### config.mk
export PLATFORM = sky130hd
export DESIGN_NAME = change_dispenser
export DESIGN_NICKNAME = d
export VERILOG_FILES = /design/src/rtl/change_disp_pkg.sv /design/src/rtl/sense_sync.sv /design/src/rtl/change_dispenser.sv
export SDC_FILE = /design/constraint.sdc
export NUM_CORES = 1
export LEC_CHECK = 0
export CAP_MARGIN = 20
export CORE_ASPECT_RATIO = 1.1
export CORE_MARGIN = 1
export CORE_UTILIZATION = 45
export CTS_CLUSTER_SIZE = 40
export DETAILED_ROUTE_END_ITERATION = 10
export DONT_BUFFER_PORTS = 1
export PLACE_DENSITY = 0.59
export SLEW_MARGIN = 10
export SYNTH_ARGS = -nofsm -noshare
export SYNTH_HDL_FRONTEND = slang
export SYNTH_SLANG_ARGS = --single-unit
### constraint.sdc
create_clock -name clk -period 3.2 [get_ports clk]
set_clock_uncertainty 0.05 [all_clocks]
set_input_delay 0.64 -clock clk [delete_from_list [all_inputs] [get_ports clk]]
set_output_delay 0.64 -clock clk [all_outputs]
set_load 0.01 [all_outputs]
### src/rtl/change_disp_pkg.sv
// Shared types and constants for the change dispenser.
// State encodings are plain constants so older blocks can compare against them directly.
package change_disp_pkg;

    localparam int unsigned COIN_VALUE_RS = 10;
    localparam int unsigned CHANGE_W      = 3;

    typedef logic [2:0] disp_state_t;

    localparam disp_state_t IDLE     = 3'd0;
    localparam disp_state_t GATE     = 3'd1;
    localparam disp_state_t DISPENSE = 3'd2;
    localparam disp_state_t DONE     = 3'd3;
    localparam disp_state_t FAULT    = 3'd4;

endpackage

### src/rtl/sense_sync.sv
// Two-flop synchroniser for an asynchronous opto input, followed by a rising-edge detector.
// rise is a one-cycle pulse two clocks after the pin goes high.
module sense_sync (
    input  logic clk,
    input  logic rst,
    input  logic async_in,
    output logic rise
);

    logic meta_q;
    logic sync_q;
    logic prev_q;

    always_ff @(posedge clk or negedge rst) begin
        if (!rst) begin
            meta_q <= 1'b0;
            sync_q <= 1'b0;
            prev_q <= 1'b0;
        end else begin
            meta_q <= async_in;
            sync_q <= meta_q;
            prev_q <= sync_q;
        end
    end

    assign rise = sync_q & ~prev_q;

endmodule

### src/rtl/change_dispenser.sv
// Vend-downstream stage: opens the product gate, then runs the coin hopper until the owed change
// is counted, with a per-coin timeout. Optional coin ledger enabled by `CHANGE_LEDGER_EN.
module change_dispenser
    import change_disp_pkg::*;
#(
    parameter int unsigned GATE_CYCLES  = 4,
    parameter int unsigned COIN_TIMEOUT = 1000,
    parameter int unsigned LEDGER_W     = 16
) (
    input  logic                clk,
    input  logic                rst,
    input  logic                vend,
    input  logic [CHANGE_W-1:0] change,
    input  logic                hopper_sense,
    input  logic                fault_clr,
    output logic                product_gate,
    output logic                motor_en,
    output logic                busy,
    output logic                done,
    output logic                fault,
    output logic [CHANGE_W-1:0] coins_left,
    output logic                overrun,
    output logic [LEDGER_W-1:0] coins_paid
);

    localparam int unsigned GCW = $clog2(GATE_CYCLES + 1);
    localparam int unsigned TW  = $clog2(COIN_TIMEOUT + 1);

    localparam logic [GCW-1:0] GATE_LOAD  = GCW'(GATE_CYCLES - 1);
    localparam logic [TW-1:0]  TIMER_LAST = TW'(COIN_TIMEOUT - 1);
    localparam logic [TW-1:0]  TIMER_SAT  = TW'(COIN_TIMEOUT);

    disp_state_t         state_q, state_d;
    logic [GCW-1:0]      gate_cnt_q, gate_cnt_d;
    logic [CHANGE_W-1:0] coins_left_q, coins_left_d;
    logic [TW-1:0]       timer_q, timer_d;
    logic                overrun_q, overrun_d;
    logic                vend_q;
    logic                vend_rise;
    logic                coin_evt;

    sense_sync u_hopper_sync (
        .clk      (clk),
        .rst      (rst),
        .async_in (hopper_sense),
        .rise     (coin_evt)
    );

    assign vend_rise = vend & ~vend_q;

    always_comb begin
        state_d      = state_q;
        gate_cnt_d   = gate_cnt_q;
        coins_left_d = coins_left_q;
        timer_d      = timer_q;
        overrun_d    = overrun_q;

        unique case (state_q)
            IDLE: begin
                if (vend_rise) begin
                    state_d      = GATE;
                    coins_left_d = change;
                    gate_cnt_d   = GATE_LOAD;
                end
            end
            GATE: begin
                if (gate_cnt_q == '0) begin
                    timer_d = '0;
                    state_d = (coins_left_q == '0) ? DONE : DISPENSE;
                end else begin
                    gate_cnt_d = gate_cnt_q - 1'b1;
                end
            end
            DISPENSE: begin
                // A coin seen on the timeout cycle still counts.
                if (coin_evt) begin
                    timer_d = '0;
                    if (coins_left_q != '0) begin
                        coins_left_d = coins_left_q - 1'b1;
                    end
                    if (coins_left_q <= CHANGE_W'(1)) begin
                        state_d = DONE;
                    end
                end else if (timer_q >= TIMER_LAST) begin
                    state_d = FAULT;
                end else if (timer_q != TIMER_SAT) begin
                    timer_d = timer_q + 1'b1;
                end
            end
            DONE: begin
                state_d = IDLE;
            end
            FAULT: begin
                if (fault_clr) begin
                    state_d      = IDLE;
                    coins_left_d = '0;
                end
            end
            default: begin
                state_d = IDLE;
            end
        endcase

        if (fault_clr) begin
            overrun_d = 1'b0;
        end else if (vend_rise && (state_q != IDLE)) begin
            overrun_d = 1'b1;
        end
    end

    always_ff @(posedge clk or negedge rst) begin
        if (!rst) begin
            state_q      <= IDLE;
            gate_cnt_q   <= '0;
            coins_left_q <= '0;
            timer_q      <= '0;
            overrun_q    <= 1'b0;
            vend_q       <= 1'b0;
        end else begin
            state_q      <= state_d;
            gate_cnt_q   <= gate_cnt_d;
            coins_left_q <= coins_left_d;
            timer_q      <= timer_d;
            overrun_q    <= overrun_d;
            vend_q       <= vend;
        end
    end

    // Outputs decode straight from state so reset drops the motor without waiting for a clock.
    assign product_gate = (state_q == GATE);
    assign motor_en     = (state_q == DISPENSE);
    assign busy         = (state_q != IDLE);
    assign done         = (state_q == DONE);
    assign fault        = (state_q == FAULT);
    assign coins_left   = coins_left_q;
    assign overrun      = overrun_q;

`ifdef CHANGE_LEDGER_EN
    logic                coin_accept;
    logic [LEDGER_W-1:0] ledger_q;

    assign coin_accept = (state_q == DISPENSE) && coin_evt;

    always_ff @(posedge clk or negedge rst) begin
        if (!rst) begin
            ledger_q <= '0;
        end else if (coin_accept) begin
            ledger_q <= ledger_q + 1'b1;
        end
    end

    assign coins_paid = ledger_q;
`else
    assign coins_paid = '0;
`endif

endmodule
==> results.toml <==
[clock_tree]
insertion_delay_ns = 0.32
clock_sinks = 24
cts_tree = "yes"
htreeDepth = 1
cts_root_buf = "clkbuf_4"
path_clk_slew_ns = 0.14
cts_buffer_depth = 2
cts_buffers = 3
cts_resized = 0

[synthesis]
synth_area_per_cell_um2 = 9.298
synth_area_leaders = "dfrtp_1 39%, buf_4 7.7%, ha_1 5.6%, o21ai_0 3.9%, a21oi_1 2.9%"
synth_compound_area_share_pct = 19.66
yosysTopAreaCell = "dfrtp_1"
synth_top_family_by_area = "compound AO/OA/AOI/OAI gates"
muxShareOfSynthArea_pct = 3.384
synth_fa_ha_area_share_pct = 5.641
synthArstFlopShare_pct = 100.0
synth.cell_area_um2 = 1553
yosys_warnings = 0
synthCells = 167
synthTopCellsByCount = "24 x dfrtp_1, 16 x buf_4, 12 x inv_1, 12 x o21ai_0, 9 x a21oi_1"
ys_seq_area_share_pct = 38.68
synth.distinct_cells = 47
synth_xor_area_share_pct = 0
ys_seq_elements = 24
synth_most_common_cell = "dfrtp_1"
synthFlopType = "dfrtp_1"
synth_top_area_share_pct = 38.68
synth-edff-count = 0
synthSimpleGateAreaFrac_pct = 19.26

[power]
p_total_mw = 1.111
p_leak_nw = 0.7028
power_density_nw_per_um2 = 706.8
irDropWorstVdd_mv = 0.2944

[worst_setup_path]
worst-path-max-fanout = 12
r2r_slack_ns = 1.13
cp_cell_sequence = "nor3b_1"
cp-start-kind = "register"
critPathMaxStageDelay_ns = 0.58
crit_family = "simple AND/OR/NAND/NOR gates"
cp.required_ns = 2.51
cp-end-kind = "output port"
critPathLaunch = "state_q[2]"
arrival_ns = 1.46
path_buf_inv = 0
r2r-start = "gate_cnt_q[0]"
crit_type = "reg -> out"
slowest_stage = "nor3b_1"

[grt]
antenna_found_initial = 0
grt-ovfl-total = 0
grt_pass1_vias = 1072
grt_first_pass_wirelength_um = 5009
grt_max_degree = 25
grt_use_total_pct = 17.44

[placement]
dp_hpwl_um = 2158
placed_cell_area_um2 = 1499
io_buffers = 0
gp_congestion = 0.8192

[sta]
hold_viol = 0
fin_tns_setup_ns = 0
hold_ws_ns = 0.05365
slew_headroom_pct = 56.29
fmax_mhz = 464.7
setup_viol = 0
fin_crit_sh_pct = 67.24
fin_crit_ns = 2.152
rsz0062_at_grt = "false"
tightest_slew_ns = 0.6556
drv_slew = 0

[floorplan]
initial_core_util_pct = 47.01
core_um2 = 3303
fp-row-count = 22
dieWidth_um = 58.01
io_pins = 33
dieArea_um2 = 3690
die_h_um = 63.61

[detailed_routing]
drtPass1Iterations = 7
finalWirelength_um = 2912
num_vias = 1159
drtAntennaViolNets = 0
post_drt_wl_per_cell_um = 14.49
initialDrtViolationCount = 31
vias_per_cell = 5.766
drc = 2

[cells_and_area]
drive_gt1_share_pct = 9.091
syn2layout_area_growth_pct = 1.209
fin_area_um2 = 1572
layout.nets = 181
seq_area_um2 = 600.6
num_antenna_cells = 0
multiInputGateArea_um2 = 804.5
num-fill-cells = 326

[outcome]
failed_checks = "design-rule violations"
status = "complete, but fails checks"

[job]
max_cap_violations = 0

[hold_path]
hp-class = "in -> async"
-- through the flow --
step           utilization [%]  setup slack (ns)  instances
6_report                 47.58             1.048        201
5_1_grt                  47.58            0.9123        201
4_1_cts                  47.58            0.9977        201
3_5_place_dp             45.38             1.154        196
3_3_place_gp             45.38             1.165        196
2_1_floorplan                -             1.334        182
-- what timing repair did --
item                                   CTS  global route
hold buffers                             1             0
setup endpoints to repair                0             0
setup buffers                            0             0
endpoints found under the hold margin   24             0
-- routing by layer --
metal / up-vias / GRT usage, % / share of wire [%]
li1: 561 / - / -
met1: 567 / 22.58 / 44
met2: 27 / 29.31 / 50
met3: 4 / 2.259 / 5.3
met4: 0 / 6.250 / 1.3
met5: - / 0 / 0
-- placed cells by master, fill, tap and decap left out, types with 4 or more instances in the layout --
cell	count
nand3_1	8
conb_1	16
nand2_1	7
o21ai_0	12
a21oi_1	9
ha_1	7
inv_1	12
dfrtp_1	24
or4_1	4
nor2_1	8
-- final timing paths --
check,end,depth (start not counted)
min reg2reg,u_hopper_sync.sync_q,0
min in group clk,u_hopper_sync.meta_q,0
min,state_q[0],1
max,fault,1
max in group asynchronous,timer_q[2],1
max reg2reg,timer_q[8],6
-- registers in the layout (all words and copies together), names as in the netlist --
| name | cells |
|---|---|
| u_hopper_sync.prev_q | 1 |
| overrun | 1 |
| timer_q | 10 |
| vend_q | 1 |
| u_hopper_sync.sync_q | 1 |
| gate_cnt_q | 3 |
| u_hopper_sync.meta_q | 1 |
| coins_left | 3 |
| state_q | 3 |
-- kinds of logic (layout without fill, tap and decap cells) --
kind of cell	Yosys count	count (layout)
buf+inv	35	18
simple gates	50	50
flops	24	24
compound gates	45	45
mux	5	5
fa+ha+maj	7	7
other cells	1	16
-- cell type report --
cell class | count | share of cell area (%)
Multi-Input combinational cell | 123 | 51.19
Sequential cell | 24 | 38.22
Inverter | 13 | 3.105
Tap cell | 36 | 2.866
Clock inverter | 1 | 1.911
Clock buffer | 3 | 1.433
Timing Repair Buffer | 1 | 1.274
-- where the power goes --
group | switching (mW) | internal (mW) | total, mW
clock network | 0.0947 | 0.127 | 0.221
registers | 0.102 | 0.363 | 0.466
logic | 0.250 | 0.174 | 0.424
total | 0.447 | 0.664 | 1.11
Note: power is estimated with default switching activity, not from simulation.
